==> src/rtl/calc_entry_fsm.sv <==
`default_nettype none
// ============================================================================
// Module      : calc_entry_fsm
// Description : Keypad entry sequencer for a two-operand add/subtract unit.
//               Collects digit, operator, digit, EQUALS and issues the
//               operands downstream as a one-cycle operands_valid pulse.
//               Optional inactivity abort enabled by CALC_ENTRY_TIMEOUT_EN.
// Revision    : 1.0 - initial release
// ============================================================================
module calc_entry_fsm #(
    parameter int TIMEOUT_CYCLES = 1000
) (
    input  logic       clk,
    input  logic       clear_n,
    input  logic       key_valid,
    input  logic [4:0] key_code,
    output logic [3:0] num1,
    output logic [3:0] num2,
    output logic       op_selected,
    output logic       operands_valid,
    output logic       err,
    output logic       timeout,
    output logic [1:0] state
);

    typedef enum logic [1:0] {
        S_NUM1 = 2'd0,
        S_OP   = 2'd1,
        S_NUM2 = 2'd2,
        S_EQ   = 2'd3
    } state_t;

    localparam logic [4:0] C_PLUS   = 5'd16;
    localparam logic [4:0] C_MINUS  = 5'd17;
    localparam logic [4:0] C_EQUALS = 5'd18;
    localparam logic [4:0] C_CANCEL = 5'd19;

    state_t     state_q, state_d;
    logic [3:0] shadow_a_q, shadow_a_d;
    logic [3:0] shadow_b_q, shadow_b_d;
    logic       shadow_op_q, shadow_op_d;
    logic [3:0] num1_q, num1_d;
    logic [3:0] num2_q, num2_d;
    logic       op_q, op_d;
    logic       valid_q, valid_d;
    logic       err_q, err_d;
    logic       timeout_q, timeout_d;

    logic       is_digit_w;
    logic       is_oper_w;
    logic       is_invalid_w;
    logic       expire_w;

    assign is_digit_w   = ~key_code[4];
    assign is_oper_w    = (key_code == C_PLUS) || (key_code == C_MINUS);
    assign is_invalid_w = (key_code > C_CANCEL);

`ifdef CALC_ENTRY_TIMEOUT_EN
    localparam int         CW     = (TIMEOUT_CYCLES > 1) ? $clog2(TIMEOUT_CYCLES) : 1;
    localparam logic [CW-1:0] C_LAST = CW'(TIMEOUT_CYCLES - 1);

    logic [CW-1:0] cnt_q, cnt_d;

    // Expiry fires only on an idle cycle; a key arriving in that cycle wins.
    assign expire_w = ~key_valid && (state_q != S_NUM1) && (cnt_q == C_LAST);

    // Inactivity counter: restarts on any key or while waiting for a first digit.
    always_comb begin
        cnt_d = cnt_q + CW'(1);
        if (key_valid || (state_q == S_NUM1) || expire_w) begin
            cnt_d = '0;
        end
    end

    // Inactivity counter register.
    always_ff @(posedge clk) begin
        if (!clear_n) begin
            cnt_q <= '0;
        end else begin
            cnt_q <= cnt_d;
        end
    end
`else
    logic [31:0] unused_timeout_cycles_w;
    assign unused_timeout_cycles_w = TIMEOUT_CYCLES;
    assign expire_w                = 1'b0;
`endif

    // Next-state, shadow-register and pulse decode for one key per cycle.
    always_comb begin
        state_d     = state_q;
        shadow_a_d  = shadow_a_q;
        shadow_b_d  = shadow_b_q;
        shadow_op_d = shadow_op_q;
        num1_d      = num1_q;
        num2_d      = num2_q;
        op_d        = op_q;
        valid_d     = 1'b0;
        err_d       = 1'b0;
        timeout_d   = 1'b0;

        if (key_valid) begin
            if (key_code == C_CANCEL) begin
                state_d     = S_NUM1;
                shadow_a_d  = 4'd0;
                shadow_b_d  = 4'd0;
                shadow_op_d = 1'b0;
            end else if (is_invalid_w) begin
                err_d = 1'b1;
            end else begin
                case (state_q)
                    S_NUM1: begin
                        if (is_digit_w) begin
                            shadow_a_d = key_code[3:0];
                            state_d    = S_OP;
                        end else begin
                            err_d = 1'b1;
                        end
                    end
                    S_OP: begin
                        if (is_digit_w) begin
                            shadow_a_d = key_code[3:0];
                        end else if (is_oper_w) begin
                            shadow_op_d = key_code[0];
                            state_d     = S_NUM2;
                        end else begin
                            err_d = 1'b1;
                        end
                    end
                    S_NUM2: begin
                        if (is_digit_w) begin
                            shadow_b_d = key_code[3:0];
                            state_d    = S_EQ;
                        end else if (is_oper_w) begin
                            shadow_op_d = key_code[0];
                        end else begin
                            err_d = 1'b1;
                        end
                    end
                    default: begin // S_EQ
                        if (is_digit_w) begin
                            shadow_b_d = key_code[3:0];
                        end else if (key_code == C_EQUALS) begin
                            num1_d  = shadow_a_q;
                            num2_d  = shadow_b_q;
                            op_d    = shadow_op_q;
                            valid_d = 1'b1;
                            state_d = S_NUM1;
                        end else begin
                            err_d = 1'b1;
                        end
                    end
                endcase
            end
        end else if (expire_w) begin
            state_d     = S_NUM1;
            shadow_a_d  = 4'd0;
            shadow_b_d  = 4'd0;
            shadow_op_d = 1'b0;
            timeout_d   = 1'b1;
        end
    end

    // State, shadow, output and pulse registers; reset overrides any key.
    always_ff @(posedge clk) begin
        if (!clear_n) begin
            state_q     <= S_NUM1;
            shadow_a_q  <= 4'd0;
            shadow_b_q  <= 4'd0;
            shadow_op_q <= 1'b0;
            num1_q      <= 4'd0;
            num2_q      <= 4'd0;
            op_q        <= 1'b0;
            valid_q     <= 1'b0;
            err_q       <= 1'b0;
            timeout_q   <= 1'b0;
        end else begin
            state_q     <= state_d;
            shadow_a_q  <= shadow_a_d;
            shadow_b_q  <= shadow_b_d;
            shadow_op_q <= shadow_op_d;
            num1_q      <= num1_d;
            num2_q      <= num2_d;
            op_q        <= op_d;
            valid_q     <= valid_d;
            err_q       <= err_d;
            timeout_q   <= timeout_d;
        end
    end

    assign num1           = num1_q;
    assign num2           = num2_q;
    assign op_selected    = op_q;
    assign operands_valid = valid_q;
    assign err            = err_q;
    assign timeout        = timeout_q;
    assign state          = state_q;

endmodule
`default_nettype wire
==> config.mk <==
export PLATFORM = sky130hd
export DESIGN_NAME = calc_entry_fsm
export DESIGN_NICKNAME = d
export VERILOG_FILES = /design/src/rtl/calc_entry_fsm.sv
export SDC_FILE = /design/constraint.sdc
export NUM_CORES = 1
export LEC_CHECK = 0
export CORE_AREA = 2 2 50 52
export DETAILED_ROUTE_END_ITERATION = 12
export DIE_AREA = 0 0 52 54
export MAX_ROUTING_LAYER = met4
export PLACE_DENSITY_LB_ADDON = 0.25
export SLEW_MARGIN = 20
export SYNTH_ARGS = -nofsm -noshare
export SYNTH_HDL_FRONTEND = slang
export SYNTH_SLANG_ARGS = --single-unit
==> constraint.sdc <==
create_clock -name clk -period 3.4 [get_ports clk]
set_clock_uncertainty 0.05 [all_clocks]
set_input_delay 0.68 -clock clk [delete_from_list [all_inputs] [get_ports clk]]
set_output_delay 0.68 -clock clk [all_outputs]
set_load 0.01 [all_outputs]
* Word-level counts from Yosys, hierarchy flattened
Index checks and enable logic that the tools add are counted.
Operators by class: equal/unequal tests 13, reduce and logical (&&, ||, !) cells 18, bitwise operators 6, magnitude comparators 1, multiplexer cells 29
Operators with widths (number):
- 4-bit two-way mux | 7
- 5-bit equality test, second input constant | 4
- 2-bit two-way mux | 8
- 1-bit two-way mux | 12
- 3-bit != test, second input constant | 4
- 4-bit AND reduction | 2
- 8-bit AND reduction | 1
- 2-bit nonzero test | 4
- 8-bit OR reduction | 1
- 2-bit by 1-bit != test with 1-bit output, second input constant | 3
- 1-bit NOT | 6
- 2-bit case mux with 3 select lines | 1
- 6-bit AND reduction | 1
- 3-bit OR reduction | 2
- 5-bit greater-than comparator, second input constant | 1
- 5-bit AND reduction | 1
- 5-bit nonzero test | 1
- 4-bit nonzero test | 1
- 2-bit OR reduction | 2
- 2-bit by 1-bit equality test with 1-bit output, second input constant | 1
- 2-bit equality test, second input constant | 1
- 2-bit zero test | 1
- 1-bit case mux with 2 select lines | 1
- 1-bit logical OR | 1
Word-level totals: output and inout port bits 14, bits of input ports 8, logic and storage cells 76, register bits after elaboration 22

* Depth between registers and ports, before layout
depth after elaboration 7, depth in mapped cells 6, mapped depth without buffers 6

* Worst setup path after synthesis
No wires, ideal clock.
path type input to register, start point input port key_code[0], end point register state_q[0] (netlist: state[0]), required time 3278 ps, setup time 72 ps, path slack 1586 ps, stages 5, arrival time 1693 ps, buffers on the path 1, cells stage by stage buf_4 > and4bb_2 > nor2_1 > a2111oi_4 > mux2i_1
Between the ends: word-level cells in the longest chain between the ends 4, elaborated cells between the ends (all ways) 15, those cells by class 1 x order compare; 9 x eq/ne; 1 x mux; 4 x reduce/logical
Ends and longest elaborated chain:
- start, declared | RTL line 16 | input logic [4:0] key_code,
- branches (longest 4 deep; another with 5-bit greater-than comparator)
- end signal, assigned | RTL line 178 | state_q <= state_d;
- end, declared | RTL line 38 | state_t state_q, state_d;
Parallel ways; which one is timed is not known. A chain may end at the register's enable or synchronous reset.

* Worst setup path in the final report
start point input port key_code[4], end point register num2_q[0] (netlist: num2[0])
Between the ends: word-level cells in the longest chain between the ends 3, elaborated cells between the ends (all ways) 6, those cells by class 1 x order compare; 2 x eq/ne; 2 x bitwise; 1 x reduce/logical
Ends and longest elaborated chain:
- 5-bit greater-than comparator or 5-bit equality test (tied branches) | RTL line 56, 103
- 1-bit NOT (no source line)
- 6-bit AND reduction (no source line) (*)
- end signal, assigned | RTL line 183 | num2_q <= num2_d;
- end, declared | RTL line 43 | logic [3:0] num2_q, num2_d;
Mark *: on every way between the ends. The rest lies on a longest branch, timed or not.

==> results.md <==
### Route
* 0 — number of nets with antenna violations after detailed routing
* 903 — via count of the routed design
* 0 — Residual DRC
* 2.17 mm — DRT Wirelength
* 13.1 um — post-DR wirelength/cell
* 4 — Initial DRT Pass Iterations
* 5.47 — via density per instance
* 10 — number of design-rule violations left by the first detailed-router iteration

### Die
* 52 um — Die W
* 18 — row count
* 2810 um2 — die outline area
* 2320 um2 — area of the core
* 46.8% — starting density of the core
* 22 — count of pins on the block boundary
* 54 um — y dimension of the die

### Final layout
* 212 — Filler cells
* 24.0% — Layout area overhead
* 592 um2 — Multi-input gate area
* 440 um2 — area of all sequential standard cells
* 148 — Post-layout nets
* 8.89% — layout cells sized above 1
* 165 — Layout Cells excl Fill
* sky130_fd_sc_hd__dfxtp_1 — most common library cell in the layout ignoring fill and taps
* sky130_fd_sc_hd__dfxtp_1, sky130_fd_sc_hd__clkdlybuf4s50_1, sky130_fd_sc_hd__mux2i_1 — commonest cells after routing, fill and taps aside
* 0 — n_diodes

### GRT
* 0 — initial antenna violation count
* 19 — pin count of the biggest net entering global routing
* 0 — overflow left after global routing
* 3.61 mm — global-route wire length before repair
* 17.9% — overall routing resource usage
* 836 — vias in the first global route

### Synthesis
* sky130_fd_sc_hd__dfxtp_1 — ys flop type
* 40.6% — Seq/Total Area, Yosys
* 128 — net count of the mapped netlist
* 9.35 um2 — mean instance size in the synthesized netlist
* 32 — number of distinct library cells after synthesis
* 0% — proportion of synthesized flip-flops having asynchronous set or reset
* 22 — number of flip-flops and latches in the synthesized netlist
* 40.6% — proportion of netlist area held by the largest area contributor
* 116 — Synth Instances
* 0 — number of flops mapped to enable cells by yosys
* sky130_fd_sc_hd__dfxtp_1 — cell type contributing the most total cell area after synthesis
* sky130_fd_sc_hd__dfxtp_1, sky130_fd_sc_hd__mux2i_1, sky130_fd_sc_hd__a21oi_1 — top cells by area, synth
* 1080 um2 — netlist area before placement
* 0 — number of warning messages in the yosys log

### Critical path
* 9 — maximum net fanout on the critical path
* 3.56 ns — WP data required
* input port — kind of start point of the critical path
* 2.53 ns — worst endpoint data arrival time
* input port to flop — Setup CP Type
* flop — critical path capture point type

### Pwr
* 0.473 nW — leakage
* 307 uV — worst vdd rail ir drop
* 415 nW/um2 — total power divided by cell area

### Min path
* flop to flop — path category of the worst min-delay check

### Flow run
* 0 — max-capacitance violation count

### Timing
* 0.569 ns — transition time of the tightest slew-check pin
* 0 — endpoints failing hold
* 0 — final-report max-slew violation count
* 62.1% — remaining max-slew budget at the tightest pin
* 2.38 ns — final critical delay including setup and external delays
* 0 ns — total negative slack
* 0 — number of setup violations in the final report
* 0.421 GHz — maximum clock rate
* 69.9% — Tcrit/Tclk final
* no — RSZ-0062 raised after global routing

### CTS
* 0.13 ns — clock transition at the registers of the reported paths
* 1 — maximum level of the CTS H-tree
* sky130_fd_sc_hd__clkbuf_4 — root buf cell
* 22 — Clock Sink Count
* 2 — maximum clock insertion buffer count
* 0.31 ns — clock latency reported for the late side of the worst-skew pair
* 0 — hold_buf cts
* done — TritonCTS clock tree
* 3 — TritonCTS buffer count
* 0 — Resized cells post-CTS
* 0 — number of setup buffers added after CTS

### Run status
* finished clean — result of the run

### Place
* 20 — number of buffers inserted by port buffering
* 161 — placed cell count
* 1.58 mm — estimated wirelength of the detail-placed design
* 0.883 — GP Congestion

[sequential cells by signal (all words and copies together), names as in the netlist]
name / cells
num1: 4
num2: 4
shadow_a_q: 4
shadow_b_q: 4
state: 2
err: 1
op_selected: 1
operands_valid: 1
shadow_op_q: 1
[worst max-delay path: stages]
cell and delay, ns:
sky130_fd_sc_hd__clkdlybuf4s50_1 0.59, sky130_fd_sc_hd__nor3b_4 0.33, sky130_fd_sc_hd__and4_1 0.61, sky130_fd_sc_hd__mux2i_1 0.25
sky130_fd_sc_hd__nor2_1 0.06
[cell usage after synthesis (all sizes together) (2+ instances only)]
library cell,n
buf,3
o21ai,6
clkbuf,2
inv,5
nand2,8
and4bb,2
nor2,12
dfxtp,22
nand4,5
mux2i,14
ha,4
a21oi,11
nand3,5
[final cells by class]
cell class,instances,share of cell area [%]
repair buffers,20,14.9
clock buffers,3,1.67
clock inverters,1,2.23
well taps,30,2.79
multi-input cells,83,44.0
flip-flops and latches,22,32.7
inverters,6,1.67
[metrics by stage]
stage	power [mW]	util [%]	setup slack, ns	hold WS [ns]	cell area (um2)
floorplan	0.336	-	1.59	0.386	1080
global placement	0.361	55.7	0.750	0.396	1290
detailed placement	0.362	55.7	0.675	0.404	1290
CTS	0.563	58.0	1.03	0.421	1350
global route	0.582	58.0	0.913	0.447	1350
finish	0.559	58.0	1.02	0.419	1350
[cell families after synthesis]
group                      Yosys count  synth area share [%]
other                                1                 0.346
buffers and inverters               11                  4.84
adders and majority gates            4                  4.61
AOI/OAI and AO/OA                   24                  15.8
muxes                               14                  12.9
DFF                                 22                  40.6
and+or+nand+nor                     40                  20.9
[layer usage]
layer	vias to the layer above	global-route usage [%]	share of wire, %
li1	452	-	-
met1	422	22.3	46
met2	22	26.8	48
met3	7	3.89	3.6
met4	0	10.1	2.4
met5	-	-	0
[where the power goes]
| group | leakage, nW | internal (mW) | switching [mW] |
|---|---|---|---|
| combinational | 0.267 | 0.0381 | 0.0495 |
| sequential | 0.178 | 0.265 | 0.00481 |
| clock | 0.0279 | 0.119 | 0.0826 |
[worst paths after layout]
path,from,to,slack [ns],cells after the start
worst max-delay path,key_code[4],num2[0],1.02,5
worst min register to register,shadow_b_q[0],shadow_b_q[0],0.42,2
worst min-delay path,shadow_b_q[0],shadow_b_q[0],0.42,2
worst max register to register,state[0],state[1],1.54,5
(Power assumes the default switching activity.)
